## config.mk

```make
export PLATFORM = sky130hd
export DESIGN_NAME = regfile_seq
export DESIGN_NICKNAME = d
export VERILOG_FILES = /design/src/rtl/regfile_seq.sv
export SDC_FILE = /design/constraint.sdc
export NUM_CORES = 1
export LEC_CHECK = 0
export ABC_AREA = 1
export ABC_CLOCK_PERIOD_IN_PS = 1950
export BUFFER_PORTS_ARGS = -buffer_cell sky130_fd_sc_hd__clkbuf_2
export CAP_MARGIN = 15
export CORE_MARGIN = 8
export CORE_UTILIZATION = 45
export DETAILED_ROUTE_END_ITERATION = 10
export PLACE_DENSITY = 0.67
export SYNTH_ARGS = -nofsm -noshare
export SYNTH_HDL_FRONTEND = slang
export SYNTH_SLANG_ARGS = --single-unit
export TNS_END_PERCENT = 50
```

## constraint.sdc

```tcl
create_clock -name clk -period 1.95 [get_ports clk]
set_input_delay 0.39 -clock clk [delete_from_list [all_inputs] [get_ports clk]]
set_output_delay 0.39 -clock clk [all_outputs]
set_load 0.01 [all_outputs]
```

## src/rtl/regfile_seq.sv

```systemverilog
// Command sequencer driving a 16x32 register file: reads the sources, computes
// an ALU result, writes it back and returns result plus flags on a handshake.
module regfile_seq #(
  parameter int DATA_W = 32,
  parameter int ADDR_W = 4
) (
  input  logic              clk,
  input  logic              rst,
  input  logic              cmd_valid,
  output logic              cmd_ready,
  input  logic [2:0]        cmd_op,
  input  logic [ADDR_W-1:0] cmd_dst,
  input  logic [ADDR_W-1:0] cmd_src1,
  input  logic [ADDR_W-1:0] cmd_src2,
  input  logic [DATA_W-1:0] cmd_imm,
  output logic              rsp_valid,
  input  logic              rsp_ready,
  output logic [DATA_W-1:0] rsp_data,
  output logic              rsp_zero,
  output logic              rsp_carry,
  output logic              rf_en,
  output logic              rf_rd,
  output logic              rf_wr,
  output logic [ADDR_W-1:0] rf_sel_i1,
  output logic [ADDR_W-1:0] rf_sel_o1,
  output logic [ADDR_W-1:0] rf_sel_o2,
  output logic [DATA_W-1:0] rf_wdata,
  input  logic [DATA_W-1:0] rf_op1,
  input  logic [DATA_W-1:0] rf_op2
);

  typedef enum logic [2:0] {S_IDLE, S_READ, S_CAPT, S_WRITE, S_RESP} state_e;

  localparam logic [2:0] OP_ADD = 3'd0, OP_SUB = 3'd1, OP_AND = 3'd2, OP_OR  = 3'd3,
                         OP_XOR = 3'd4, OP_MOV = 3'd5, OP_LDI = 3'd6, OP_CMP = 3'd7;

  state_e              state_q, state_d;
  logic [2:0]          op_q, op_d;
  logic [ADDR_W-1:0]   dst_q, dst_d, src1_q, src1_d, src2_q, src2_d;
  logic [DATA_W-1:0]   result_q, result_d;
  logic                zero_q, zero_d, carry_q, carry_d;
  logic                rdy_q, rdy_d;

  logic [DATA_W:0]     sum, diff;
  logic [DATA_W-1:0]   alu_res;
  logic                alu_c;

  always_comb begin
    sum     = {1'b0, rf_op1} + {1'b0, rf_op2};
    diff    = {1'b0, rf_op1} - {1'b0, rf_op2};
    alu_res = '0;
    alu_c   = 1'b0;
    case (op_q)
      OP_ADD:         begin alu_res = sum[DATA_W-1:0];  alu_c = sum[DATA_W];  end
      OP_SUB, OP_CMP: begin alu_res = diff[DATA_W-1:0]; alu_c = diff[DATA_W]; end
      OP_AND:         alu_res = rf_op1 & rf_op2;
      OP_OR:          alu_res = rf_op1 | rf_op2;
      OP_XOR:         alu_res = rf_op1 ^ rf_op2;
      OP_MOV:         alu_res = rf_op1;
      default:        alu_res = '0;
    endcase
  end

  always_comb begin
    state_d  = state_q;
    op_d     = op_q;
    dst_d    = dst_q;
    src1_d   = src1_q;
    src2_d   = src2_q;
    result_d = result_q;
    zero_d   = zero_q;
    carry_d  = carry_q;
    case (state_q)
      S_IDLE: if (cmd_valid && rdy_q) begin
        op_d   = cmd_op;
        dst_d  = cmd_dst;
        src1_d = cmd_src1;
        src2_d = cmd_src2;
        // LDI needs no read, so the immediate goes straight into the result register
        if (cmd_op == OP_LDI) begin
          result_d = cmd_imm;
          zero_d   = (cmd_imm == '0);
          carry_d  = 1'b0;
          state_d  = S_WRITE;
        end else begin
          state_d  = S_READ;
        end
      end
      S_READ:  state_d = S_CAPT;
      S_CAPT: begin
        result_d = alu_res;
        zero_d   = (alu_res == '0);
        carry_d  = alu_c;
        state_d  = (op_q == OP_CMP) ? S_RESP : S_WRITE;
      end
      S_WRITE: state_d = S_RESP;
      S_RESP:  if (rsp_ready) state_d = S_IDLE;
      default: state_d = S_IDLE;
    endcase
    rdy_d = (state_d == S_IDLE);
  end

  always_ff @(posedge clk or negedge rst) begin
    if (!rst) begin
      state_q  <= S_IDLE;
      op_q     <= '0;
      dst_q    <= '0;
      src1_q   <= '0;
      src2_q   <= '0;
      result_q <= '0;
      zero_q   <= 1'b0;
      carry_q  <= 1'b0;
      rdy_q    <= 1'b0;
    end else begin
      state_q  <= state_d;
      op_q     <= op_d;
      dst_q    <= dst_d;
      src1_q   <= src1_d;
      src2_q   <= src2_d;
      result_q <= result_d;
      zero_q   <= zero_d;
      carry_q  <= carry_d;
      rdy_q    <= rdy_d;
    end
  end

  // Strobes decode from state only, so an async reset kills them immediately
  assign cmd_ready = rdy_q;
  assign rf_rd     = (state_q == S_READ);
  assign rf_wr     = (state_q == S_WRITE);
  assign rf_en     = rf_rd | rf_wr;
  assign rf_sel_i1 = (state_q == S_IDLE) ? '0 : dst_q;
  assign rf_sel_o1 = (state_q == S_IDLE) ? '0 : src1_q;
  assign rf_sel_o2 = (state_q == S_IDLE) ? '0 : src2_q;
  assign rf_wdata  = result_q;
  assign rsp_valid = (state_q == S_RESP);
  assign rsp_data  = result_q;
  assign rsp_zero  = zero_q;
  assign rsp_carry = carry_q;

endmodule

```

# ---- Word level (Yosys, flattened, before mapping)
# Index checks and enable logic that the tools add are counted.
dict set report op_classes {
  add_sub_neg 2
  reduce_logical 10
  bitwise 4
  eq_ne 13
  muxes 19
}
# op count
set op_table {}
lappend op_table {{case mux 32 bit (6 select lines)} 1}
lappend op_table {{zero test 32 bit} 2}
lappend op_table {{2-to-1 mux 32 bit} 2}
lappend op_table {{case mux 32 bit (2 select lines)} 1}
lappend op_table {{adder 32 x 32 -> 33 bit} 1}
lappend op_table {{subtractor 32 x 32 -> 33 bit} 1}
lappend op_table {{AND 32 bit} 1}
lappend op_table {{bitwise OR 32 bit} 1}
lappend op_table {{bitwise XOR 32 bit} 1}
lappend op_table {{equality test 3 bit (second input constant)} 5}
lappend op_table {{case mux 3 bit (5 select lines)} 1}
lappend op_table {{equality test 3 x 2 -> 1 bit (second input constant)} 4}
lappend op_table {{2-to-1 mux 4 bit} 3}
lappend op_table {{zero test 3 bit} 3}
lappend op_table {{2-to-1 mux 3 bit} 3}
lappend op_table {{equality test 3 x 1 -> 1 bit (second input constant)} 2}
lappend op_table {{case mux 1 bit (2 select lines)} 3}
lappend op_table {{2-to-1 mux 1 bit} 4}
lappend op_table {{!= test 2 bit (second input constant)} 2}
lappend op_table {{AND reduction 3 bit} 1}
lappend op_table {{2-to-1 mux 2 bit} 1}
lappend op_table {{AND reduction 2 bit} 1}
lappend op_table {{nonzero test 2 bit} 1}
lappend op_table {{OR reduction 2 bit} 1}
lappend op_table {{other kinds (2)} 2}
dict set report totals {
  ff_bits 53
  input_bits 115
  output_inout_bits 83
}

# ---- Depth between registers and ports, before layout
dict set report depth {
  word_depth 5
  depth_mapped 22
}

# ---- Worst setup path before layout
# OpenSTA, ideal clock, no wires.
dict set report synth_timing {
  path_kind {in2reg}
  startpoint {input rf_op1[0]}
  endpoint {register zero_q (netlist: rsp_zero)}
  arrival_ns 2.266
  stages 20
  path_slack_ns -0.389
  path_cell_list {ha_1 -> inv_1 -> fa_1 -> inv_1 -> nand3_1 -> nand2_1 -> nand2_1 -> nand2_2 -> nand2_2 -> nand2_2 -> nand2_1 -> nand2_1 -> nand2_1 -> nand3_1 -> nand3_1 -> nor2_1 -> nand2_1 -> nor2_1 -> nand2_1 -> a21oi_2}
}
dict set report synth_between {
  elab_chain_len 4
}
# item line
set synth_lines {}
lappend synth_lines {{from (decl)} 28} ;# input logic [DATA_W-1:0] rf_op1,
lappend synth_lines {{subtractor 32 x 32 -> 33 bit (tied with other cells)} 50} ;# diff = {1'b0, rf_op1} - {1'b0, rf_op2};
lappend synth_lines {{case mux 32 bit (6 select lines) (*)} 53} ;# case (op_q)
lappend synth_lines {{zero test 32 bit (*)} 92} ;# zero_d = (alu_res == '0);
lappend synth_lines {{case mux 1 bit (2 select lines) (*)} 73} ;# case (state_q)
lappend synth_lines {{to (signal assigned)} 121} ;# zero_q <= zero_d;
lappend synth_lines {{to (decl)} 41} ;# logic zero_q, zero_d, carry_q, carry_d;
# Mark *: on every way between the ends. The rest lies on a longest branch, timed or not.
# A chain may end at the register's enable or synchronous reset.

# ---- Final worst setup path
dict set report layout_timing {
  startpoint {input rf_op2[0]}
  endpoint {register zero_q (netlist: rsp_zero)}
}
dict set report layout_between {
  elab_chain_len 4
}
# item line
set layout_lines {}
lappend layout_lines {{from (decl)} 29} ;# input logic [DATA_W-1:0] rf_op2
lappend layout_lines {{subtractor 32 x 32 -> 33 bit (tied with other cells)} 50}
lappend layout_lines {{case mux 32 bit (6 select lines) (*)} 53}
lappend layout_lines {{zero test 32 bit (*)} 92}
lappend layout_lines {{case mux 1 bit (2 select lines) (*)} 73}
# Marks and branches as above.

==> summary.md <==
| Metric | Value |
|---|---|
| Status | finished, violations left |
| Violated checks | setup timing |
| Class of the worst hold path | input pin to asynchronous set/reset pin |
| Root buf cell | sky130_fd_sc_hd__clkbuf_16 |
| Area after detailed placement | 0.0141 mm2 |
| Layout cells sized above 1 | 53.4% |
| Static Leakage | 0.00948 uW |
| Post-route standard cell area excluding fillers | 0.0172 mm2 |
| Placeable core area | 0.0219 mm2 |
| Endpoint arrival time on the critical path | 2.69 ns |
| Clock tree buffer depth | 2 |
| Transition time of the tightest slew-check pin | 0.452 ns |
| Effective utilization at floorplan | 46.1% |
| Final critical delay including setup and external delays | 2.46 ns |
| Register bit total from synthesis | 53 |
| Mean routed wirelength per cell | 18.9 um |
| Number of max-capacitance violations reported | 0 |
| Inserted Clock Buffers | 5 |
| Fraction of registers with async set or reset after synthesis | 100% |
| CTS tree | done |
| Sequential element share of the synthesized area | 13.2% |
| I/O pin count | 198 |
| Post-synth net total | 1937 |
| Initial antenna violation count | 0 |
| Source-to-sink clock delay at the later pin of the worst-skew pair | 0.30 ns |
| Part of the cycle the worst path needs | 126% |
| Die Ht | 166 um |
| # fillers | 1697 |
| Initial DRT Pass Iterations | 5 |
| Number of buffers inserted for hold repair after clock tree synthesis | 0 |
| Clock input transition at the sequential cells of the worst setup and hold paths | 0.07 ns |
| Final Max Slew Viols | 0 |
| Number of sinks driven by the clock tree | 53 |
| Maximum ir drop on the vdd rail | 0.646 mV |
| DRC viols | 0 |
| Number of synthesis warnings | 0 |
| Type of element launching the critical path | input pin |
| Critical path class | input pin to flip-flop |
| Area of the die | 0.0274 mm2 |
| Maximum number of pins on one net before global-route repair | 54 |
| Met1 routing resource usage after global routing | 39.4% |
| Diode insertion count for antenna repair | 0 |
| Syn Inst Count | 1715 |
| Post-placement worst setup slack | -1.00 ns |
| Slowest cell on crit path | sky130_fd_sc_hd__fa_2 |
| Power per Cell Area | 942 mW/mm2 |
| Number of enable-type register cells in the synthesized netlist | 0 |
| Vias in the first global route | 13344 |
| Critical path data required time | 2.18 ns |
| DIE WIDTH | 166 um |
| Total global routing overflow | 0 |
| Global-route total usage across every layer | 32.2% |
| Iteration-0 DRC count of the detailed router | 1137 |
| Maximum achievable frequency | 406 MHz |
| Total wirelength of the detailed-routed design | 49000 um |
| Layout overhead on the synthesized area | 70.8% |
| Relative slew slack | 69.9% |
| Maximum fanout count along the critical path | 3 |
| Endpoints failing setup | 30 |
| Worst Skew | 0.00936 ns |
| GPL Wtd Cong | 0.997 |
| Gr busiest metal | met2 |
| Number of nets in the layout | 2535 |
| Type of destination of the critical path | flip-flop |
| Setup repair after global routing missed its margin | yes |
| Worst-case setup margin in the final layout | -0.510 ns |
| Num rows | 54 |
| CP Cell Sequence | buf_8, ha_4, inv_2, fa_2, inv_2, buf_4, nand2_2, nand3_4, buf_4, nand2_1, nand3_1, nand2_1, nor2_2, buf_6, nand3_1, nor2_2, nand3_2, nor2_1, nand2_1, a21oi_2 |
| Synthesized area | 0.0101 mm2 |
| GR Util met3 | 5.09% |
| Global-route wire length before repair | 71900 um |
| Hold Violations, Final | 0 |
| Most used flip-flop cell after synthesis | sky130_fd_sc_hd__dfrtp_1 |
| Mapped Avg Cell Area | 5.88 um2 |
| Met2 routing resource usage after global routing | 55.4% |
| H-tree lvl count | 2 |
| HPWL after detailed placement | 37800 um |
| Most used cell, CP | sky130_fd_sc_hd__nand2_1 |
| Count of buffers from port buffering | 197 |
| Vias post-DR | 13959 |
| Post-synth cell types | 45 |
| Residual antenna-violating net count after detailed routing | 0 |
| Via count normalized by instance count | 5.38 |
| Max stage delay on crit path | 0.34 ns |
==> Yosys cell counts (6+ instances only) <==
master	n	area, um2
sky130_fd_sc_hd__a221oi_2	12	180
sky130_fd_sc_hd__inv_2	15	56.3
sky130_fd_sc_hd__o21ai_0	35	175
sky130_fd_sc_hd__inv_1	317	1190
sky130_fd_sc_hd__o211ai_1	6	45.0
sky130_fd_sc_hd__nand2_1	512	1920
sky130_fd_sc_hd__a21oi_1	47	235
sky130_fd_sc_hd__clkbuf_1	10	37.5
sky130_fd_sc_hd__o21bai_1	6	45.0
sky130_fd_sc_hd__nand4_1	29	181
sky130_fd_sc_hd__o22ai_1	33	206
sky130_fd_sc_hd__buf_4	42	315
sky130_fd_sc_hd__nand3_2	11	110
sky130_fd_sc_hd__nor4_1	8	50.1
sky130_fd_sc_hd__nor3_1	12	60.1
sky130_fd_sc_hd__nand2_2	20	125
sky130_fd_sc_hd__buf_6	26	293
sky130_fd_sc_hd__nor2_1	111	417
sky130_fd_sc_hd__ha_1	105	1310
sky130_fd_sc_hd__buf_2	14	70.1
sky130_fd_sc_hd__nor2_2	38	238
sky130_fd_sc_hd__nor2_4	7	78.8
sky130_fd_sc_hd__nand3_1	197	986
sky130_fd_sc_hd__dfrtp_1	53	1330
==> final cells by class <==
type | instances | area, um2 | share of cell area [%]
multi-input combinational | 1236 | 8860 | 51.5
sequential | 53 | 1330 | 7.72
tap | 280 | 350 | 2.04
timing repair buffer | 682 | 5190 | 30.2
clock buffer | 6 | 129 | 0.749
clock inverter | 2 | 38.8 | 0.225
inverter | 335 | 1310 | 7.62
==> layout by cell type, fill, tap and decap left out, drive strengths merged, types with 17 or more instances in the layout <==
cell / Yosys / routed
nand2: 534 / 534
buf: 82 / 504
inv: 333 / 333
nand3: 208 / 208
clkbuf: 10 / 184
nor2: 156 / 157
ha: 105 / 105
dfrtp: 53 / 53
a21oi: 51 / 51
o21ai: 41 / 41
o22ai: 33 / 33
nand4: 29 / 29
nor3: 19 / 19
a221oi: 17 / 17
==> power breakdown <==
part	switching [uW]	total, uW	internal (uW)
Clock	421	1030	610
Sequential	448	2080	1630
Combinational	7320	13100	5790
==> worst max-delay path, delay by kind of cell <==
kind,cells,cell delay (ns)
AO/OA/AOI/OAI,1,0.10
adder cells (fa/ha/maj),2,0.47
buffers and inverters,6,0.57
AND/OR/NAND/NOR,11,1.14
==> metal layers <==
metal | share of wire (%) | up-vias
met4 | 5.2 | 0
met5 | 0 | -
met2 | 48 | 667
li1 | - | 6577
met1 | 40 | 6535
met3 | 7.4 | 180
==> path summary, 6_finish.rpt <==
path / start / to / slack (ns) / cells past startpoint
worst max-delay path: rf_op2[0] / rsp_zero$_DFFE_PN0P_ / -0.51 / 20
worst max register to register: op_q[2]$_DFFE_PN0P_ / rsp_zero$_DFFE_PN0P_ / -0.40 / 15
worst min-delay path: rst / rf_wdata[3]$_DFFE_PN0P_ / 0.08 / 2
worst min register to register: rsp_carry$_DFFE_PN0P_ / rsp_carry$_DFFE_PN0P_ / 0.53 / 1
min in group clk: cmd_src1[0] / src1_q[0]$_DFFE_PN0P_ / 0.30 / 3
max in group asynchronous: rst / rf_wdata[19]$_DFFE_PN0P_ / 1.61 / 2
==> flip-flops by register name, summed over array words and instances (netlist names) <==
name       flops
rsp_carry      1
rf_wdata      32
src2_q         4
state_q        3
dst_q          4
cmd_ready      1
rsp_zero       1
src1_q         4
op_q           3
==> timing repair <==
item                       4_1_cts  5_1_grt
pin swaps                       75      114
buffers inserted                25       48
setup endpoints to repair       31       46
resized for setup              370      297
gates cloned                     0        2
==> cell families after synthesis <==
family / Yosys count / share of synthesized area [%]
AND/OR/NAND/NOR: 962 / 42.9
XOR/XNOR: 2 / 0.174
flip-flops: 53 / 13.2
buffers and inverters: 427 / 19.6
AO/OA/AOI/OAI: 164 / 10.7
adder cells (fa/ha/maj): 107 / 13.4
==> metrics by stage <==
step | hold WS, ns | total power, uW | std cells | setup TNS, ns | util, %
2_1_floorplan | 0.0944 | 7390 | 1715 | -0.329 | -
3_3_place_gp | 0.408 | 12300 | 2519 | -19.31 | 64.5
3_5_place_dp | 0.409 | 12500 | 2519 | -20.14 | 64.5
4_1_cts | 0.0927 | 14700 | 2549 | -3.66 | 72.6
5_1_grt | 0.103 | 17000 | 2594 | -7.63 | 78.6
6_report | 0.0761 | 16200 | 2594 | -4.26 | 78.6
Power figures use the tool's default switching activity.
